$ cat src/rtl/mem_port_arbiter.sv
// Shares one single-port memory between instruction fetch and data access.
// Ports: i_if_* fetch, i_d_* data, o_m_*/i_m_* backing memory; one outstanding access.
module mem_port_arbiter #(
    parameter int ADDR_W       = 32,
    parameter int DATA_W       = 32,
    parameter int MAX_D_STREAK = 4
) (
    input  logic                i_clk,
    input  logic                i_rst_n,
    input  logic                i_if_req,
    input  logic [ADDR_W-1:0]   i_if_addr,
    input  logic                i_if_flush,
    output logic                o_if_gnt,
    output logic                o_if_rvalid,
    output logic [DATA_W-1:0]   o_if_rdata,
    input  logic                i_d_req,
    input  logic                i_d_we,
    input  logic [DATA_W/8-1:0] i_d_be,
    input  logic [ADDR_W-1:0]   i_d_addr,
    input  logic [DATA_W-1:0]   i_d_wdata,
    output logic                o_d_gnt,
    output logic                o_d_rvalid,
    output logic [DATA_W-1:0]   o_d_rdata,
    output logic                o_m_req,
    output logic                o_m_we,
    output logic [DATA_W/8-1:0] o_m_be,
    output logic [ADDR_W-1:0]   o_m_addr,
    output logic [DATA_W-1:0]   o_m_wdata,
    input  logic                i_m_gnt,
    input  logic                i_m_rvalid,
    input  logic [DATA_W-1:0]   i_m_rdata
);

    localparam logic [3:0] STREAK_MAX = 4'(MAX_D_STREAK);

    typedef enum logic [1:0] {
        IDLE,
        WAIT_IF,
        WAIT_D
    } state_e;

    state_e     state_q, state_d;
    logic [3:0] streak_q, streak_d;
    logic       flush_q, flush_d;
    logic       sel_if, sel_d;

    always_ff @(posedge i_clk or negedge i_rst_n) begin
        if (!i_rst_n) begin
            state_q  <= IDLE;
            streak_q <= 4'd0;
            flush_q  <= 1'b0;
        end else begin
            state_q  <= state_d;
            streak_q <= streak_d;
            flush_q  <= flush_d;
        end
    end

    always_comb begin
        state_d     = state_q;
        streak_d    = streak_q;
        flush_d     = flush_q;
        sel_if      = 1'b0;
        sel_d       = 1'b0;
        o_m_req     = 1'b0;
        o_m_we      = 1'b0;
        o_m_be      = '0;
        o_m_addr    = '0;
        o_m_wdata   = '0;
        o_if_gnt    = 1'b0;
        o_d_gnt     = 1'b0;
        o_if_rvalid = 1'b0;
        o_if_rdata  = '0;
        o_d_rvalid  = 1'b0;
        o_d_rdata   = '0;

        // Data wins unless fetch has waited through a full streak.
        if (state_q == IDLE) begin
            if (i_d_req && !(i_if_req && streak_q == STREAK_MAX)) begin
                sel_d = 1'b1;
            end else if (i_if_req) begin
                sel_if = 1'b1;
            end
        end

        if (sel_d) begin
            o_m_req   = 1'b1;
            o_m_we    = i_d_we;
            o_m_be    = i_d_be;
            o_m_addr  = i_d_addr;
            o_m_wdata = i_d_wdata;
        end else if (sel_if) begin
            o_m_req  = 1'b1;
            o_m_addr = i_if_addr;
        end

        o_if_gnt = sel_if & i_m_gnt;
        o_d_gnt  = sel_d & i_m_gnt;

        unique case (state_q)
            IDLE: begin
                if (o_if_gnt) begin
                    state_d  = WAIT_IF;
                    streak_d = 4'd0;
                    flush_d  = i_if_flush;
                end else if (o_d_gnt) begin
                    state_d = WAIT_D;
                    if (!i_if_req) begin
                        streak_d = 4'd0;
                    end else if (streak_q != STREAK_MAX) begin
                        streak_d = streak_q + 4'd1;
                    end
                end
            end
            WAIT_IF: begin
                if (i_m_rvalid) begin
                    // A flush, earlier or in this very cycle, drops the data.
                    o_if_rvalid = !(flush_q || i_if_flush);
                    o_if_rdata  = o_if_rvalid ? i_m_rdata : '0;
                    state_d     = IDLE;
                    flush_d     = 1'b0;
                end else if (i_if_flush) begin
                    flush_d = 1'b1;
                end
            end
            WAIT_D: begin
                if (i_m_rvalid) begin
                    o_d_rvalid = 1'b1;
                    o_d_rdata  = i_m_rdata;
                    state_d    = IDLE;
                end
            end
            default: begin
                state_d = IDLE;
            end
        endcase
    end

endmodule

$ cat config.mk
export PLATFORM = sky130hd
export DESIGN_NAME = mem_port_arbiter
export DESIGN_NICKNAME = d
export VERILOG_FILES = /design/src/rtl/mem_port_arbiter.sv
export SDC_FILE = /design/constraint.sdc
export NUM_CORES = 1
export LEC_CHECK = 0
export BUFFER_PORTS_ARGS = -buffer_cell sky130_fd_sc_hd__buf_4
export CORE_AREA = 4 4 105 107
export CTS_BUF_LIST = sky130_fd_sc_hd__clkbuf_2
export DETAILED_ROUTE_END_ITERATION = 10
export DIE_AREA = 0 0 109 111
export GPL_ROUTABILITY_DRIVEN = 0
export PLACE_DENSITY = 0.56
export SYNTH_ARGS = -nofsm -noshare
export SYNTH_HDL_FRONTEND = slang
export SYNTH_SLANG_ARGS = --single-unit
$ cat constraint.sdc
create_clock -name i_clk -period 1.69 [get_ports i_clk]
set_input_delay 0.2535 -clock i_clk [delete_from_list [all_inputs] [get_ports i_clk]]
set_output_delay 0.2535 -clock i_clk [all_outputs]
set_load 0.01 [all_outputs]
Yosys cells after proc, flatten, opt, wreduce, memory -nomap -nowiden
Cells that the tools add are included.

cells by class
  equality and inequality tests = 9
  div/mod/pow operators = 0
  bitwise operators = 2
  reduce and logical (&&, ||, !) cells = 12
  multipliers = 0
  magnitude comparators = 0
  mux-type cells = 33
  shifts and indexed selects = 0
  add/subtract/negate cells = 1

operators by type and width
  operator                                                                 number
  32-bit two-way mux                                                       8
  4-bit two-way mux                                                        5
  1-bit two-way mux                                                        15
  2-bit two-way mux                                                        3
  3-bit inequality test, second input constant                             2
  3-bit AND reduction                                                      2
  4-bit by 1-bit adder with 4-bit output, second input constant            1
  4-bit by 3-bit == test with 1-bit output, second input constant          1
  4-bit by 3-bit inequality test with 1-bit output, second input constant  1
  2-bit one-hot mux with 2 select lines                                    1
  2-bit nonzero test                                                       2
  3-bit by 1-bit inequality test with 1-bit output, second input constant  1
  1-bit AND                                                                2
  2-bit by 1-bit == test with 1-bit output, second input constant          1
  2-bit == test, second input constant                                     1
  1-bit logical AND                                                        2
  1-bit zero test                                                          2
  2-bit zero test                                                          1
  2-bit by 1-bit inequality test with 1-bit output, second input constant  1
  2-bit inequality test, second input constant                             1
  1-bit one-hot mux with 2 select lines                                    1
  2-bit AND reduction                                                      1
  2-bit OR reduction                                                       1
  1-bit logical OR                                                         1

storage, ports and cells
  input port bits = 140
  word-level logic and storage cells = 60
  flip-flop bits (word level) = 7
  bits in writable memories = 0
  memories = 0
  output and inout port bits = 138
  latch bits = 0
  ROM bits = 0

Logic depth before layout (Yosys ltp)
  depth after elaboration = 10
  depth in mapped cells = 8
  depth with buffers taken out = 7

Least setup slack after synthesis
Ideal clock, no wire load.

  path kind = reg2out
  from = register streak_q[0]
  to = output port o_m_addr[0]
  data arrival time = 1.452 ns
  cell stages (with the launch flop) = 8
  buffers on the path = 2
  path slack = -0.015 ns
  data required time = 1.436 ns
  cell sequence = dfrtp_1 -> inv_1 -> ha_1 -> nand3b_4 -> o211a_1 -> buf_6 -> buf_6 -> a22o_1

on the way
  longest elaborated chain between the ends = 8
  elaborated cells on any way between the ends = 10
  classes of those cells = 1 x eq/ne; 6 x mux; 3 x reduce/logical

ends and longest elaborated chain
  what                                        RTL line  RTL
  start, declared                             43        logic [3:0] streak_q, streak_d;
  start signal, assigned                      54        streak_q <= streak_d;
  4-bit by 3-bit == test with 1-bit output *  79        if (i_d_req && !(i_if_req && streak_q == STREAK_MAX)) begin
  1-bit logical AND *                         79
  1-bit zero test *                           79
  1-bit logical AND *                         79
  1-bit two-way mux                           79
  1-bit two-way mux                           78        if (state_q == IDLE) begin
  32-bit two-way mux                          92        end else if (sel_if) begin
  32-bit two-way mux *                        86        if (sel_d) begin
  end, declared                               27        output logic [ADDR_W-1:0] o_m_addr,

Mark *: on every way between the ends. The rest lies on a longest branch, timed or not.

Final worst setup path
  from = register streak_q[0]
  to = output port o_m_addr[12]

Same word-level chain as after synthesis.

==> impl_metrics.env <==
export IMPL_netlist_top_cells_area="and2_1 29%, a22o_1 18%, and3_1 13%, dfrtp_1 11%, ha_1 4.0%"
export IMPL_cts_buffer_depth=2
export IMPL_firstDrtPassIters=4
export IMPL_reg2reg_slack_ns=0.11
export IMPL_insertion_delay_ns=0.23
export IMPL_synth_compound_area_share_pct=24.7
export IMPL_n_antenna_cell=0
export IMPL_power_density_nw_per_um2=883
export IMPL_cp_max_fo=36
export IMPL_yosys_warnings=0
export IMPL_wl_per_cell_um=17.1
export IMPL_synth_xor_area_share_pct=0
export IMPL_crit_buf_inv=3
export IMPL_cts_root_buf="clkbuf_2"
export IMPL_io_pins=278
export IMPL_yosysUniqueCellTypes=31
export IMPL_grt_pass1_wl_mm=15.8
export IMPL_track_usage_pct=16.5
export IMPL_hold_path_class="in2reg"
export IMPL_synth_top_area_share_pct=28.7
export IMPL_fmax_mhz=484
export IMPL_synth_mux_area_share_pct=0
export IMPL_port_buffers=277
export IMPL_synth_main_ff_cell="dfrtp_1"
export IMPL_row_count=37
export IMPL_skew_ns=0.0120
export IMPL_tightest_slew_ns=0.340
export IMPL_cts_sinks=7
export IMPL_final_common_cell="buf_4"
export IMPL_route_vias_total=2816
export IMPL_worst_r2r_path_depth=7
export IMPL_hpwlAfterDp_mm=8.11
export IMPL_layout_setup_ws_ns=-0.378
export IMPL_ys_ff_latch=7
export IMPL_grt_pass1_vias=3061
export IMPL_crit_arrival_ns=1.81
export IMPL_cp_top_family="compound AO/OA/AOI/OAI gates"
export IMPL_finalSetupViolations=137
export IMPL_synthAdderAreaFrac_pct=4.04
export IMPL_setup_worst_path_start="streak_q[0]"
export IMPL_cts_buffers=3
export IMPL_cap_viol_max_count=0
export IMPL_path_clk_slew_ns=0.08
export IMPL_yosysSeqAreaShare_pct=11.3
export IMPL_slowest_stage="dfrtp_1"
export IMPL_maxSlewHeadroom_pct=77.3
export IMPL_whs_path_depth=2
export IMPL_fin_nets=655
export IMPL_synth_simple_gate_area_share_pct=49.8
export IMPL_min_period_ns=2.07
export IMPL_grt_max_degree=37
export IMPL_start_kind="flip-flop"
export IMPL_reg2reg_from="state_q[0]"
export IMPL_final_cell_mix="191 x buf_4, 112 x buf_6, 40 x and2_4"
export IMPL_maxSlewViolCount=0
export IMPL_drc=0
export IMPL_total_leakage_power_uw=0.00251
export IMPL_core_um2=10100
export IMPL_final_layout_size_suffix_gt1_share_pct=78.4
export IMPL_fin_crit_sh_pct=122
export IMPL_drtAntennaViolNets=0
export IMPL_path_class="reg2out"
export IMPL_grt_overflow=0
export IMPL_synth_edff_count=0
export IMPL_hold_viol=0
export IMPL_start_util_pct=15.3
export IMPL_die_w_um=109
export IMPL_reg2reg_to="flush_q"
export IMPL_cp_slowest_stage_delay_ns=0.39
export IMPL_synth_fp_nets=357
export IMPL_yosysTopAreaCell="and2_1"
export IMPL_routed_via_density=4.37
export IMPL_outcome="finished, violations left"
export IMPL_totalWireLength_mm=11.0
export IMPL_power_total_uw=4290
export IMPL_max_vdd_ir_drop_uv=568
export IMPL_die_area_um2=12100
export IMPL_antenna_found_initial=0
export IMPL_required_ns=1.44
export IMPL_cts_tree="yes"
export IMPL_min_from="i_if_flush"
export IMPL_synth_top_family_by_area="simple AND/OR/NAND/NOR gates"
export IMPL_hold_end="flush_q"
export IMPL_crit_chain="inv_1 -> ha_2 -> nand3b_4 -> o211a_4 -> buf_12 -> a22o_1 -> buf_6"
export IMPL_grt_setup_unrepaired="yes"
export IMPL_drtIter0Drc=108
export IMPL_post_route_util_pct=47.9
export IMPL_violations="setup timing"
export IMPL_syn_inst=212
export IMPL_critPathCaptureType="primary output"
export IMPL_ys_async_sr_fraction_pct=100
export IMPL_synthToLayoutAreaGrowth_pct=213
export IMPL_synth_area_um2=1550
export IMPL_htreeDepth=1
export IMPL_synth_avg_cell_area_um2=7.31
export IMPL_die_height_um=111
## kinds of logic after synthesis
group,Yosys count
flops,7
fa+ha+maj,5
buf+inv,30
compound gates,46
simple gates,124
## synth_stat cells (all sizes together), types with 2 or more instances
cell and number:
a22o 32, inv 8, nand2 10, and2 71, o21ai 3, dfrtp 7, and3 33, ha 5
a21oi 2, clkbuf 12, buf 10, nand3 3
## power breakdown
part           internal, uW  leakage (uW)  switching (uW)
Sequential              238     0.0000900            50.9
Clock                  62.9     0.0000166            63.6
Combinational          2260       0.00240            1610
## stage by stage
stage	hold slack, ns	TNS (ns)	setup slack [ns]	std cells	cell area [um^2]
after global placement	0.0761	-5.48	-0.119	621	3860
after floorplan	-0.0421	-0.433	-0.0144	212	1550
final	0.331	-31.41	-0.378	645	4860
after global routing	0.331	-44.73	-0.468	645	4860
after CTS	0.317	-34.67	-0.385	647	4720
after detailed placement	0.0773	-5.56	-0.126	621	3860
## worst max-delay path by stage
stage	slack [ns]	cells past startpoint	endpoint
after floorplan	-0.01	7	o_m_addr[0]
after global placement	-0.12	7	o_m_addr[30]
after detailed placement	-0.13	7	o_m_addr[30]
after CTS	-0.39	7	o_m_addr[17]
after global routing	-0.47	7	o_m_addr[2]
final	-0.38	7	o_m_addr[12]
## what timing repair did
item	4_1_cts	5_1_grt
gates resized for setup	132	76
setup buffers	13	6
hold endpoints to repair	7	0
endpoints found under the setup margin	137	141
cloned	8	0
pin swaps	34	34
hold buffers	1	0
## cell type report
type,count,area (um^2)
Sequential cell,7,175
Multi-Input combinational cell,175,1530
Tap cell,136,170
Timing Repair Buffer,315,2940
Clock buffer,4,20.0
Fill cell,935,5280
Inverter,8,30.0
## routing by layer
| layer | vias up | part of all wire (%) | GRT usage [%] |
|---|---|---|---|
| li1 | 1345 | - | - |
| met2 | 178 | 56 | 33.1 |
| met5 | - | 0 | 0 |
| met3 | 11 | 11 | 4.37 |
| met1 | 1282 | 32 | 15.8 |
| met4 | 0 | 1.5 | 4.38 |
## flip-flops by register name (all words and copies together), names as in the netlist
signal and flops:
flush_q 1, state_q 2, streak_q 4
Power figures use the tool's default switching activity.
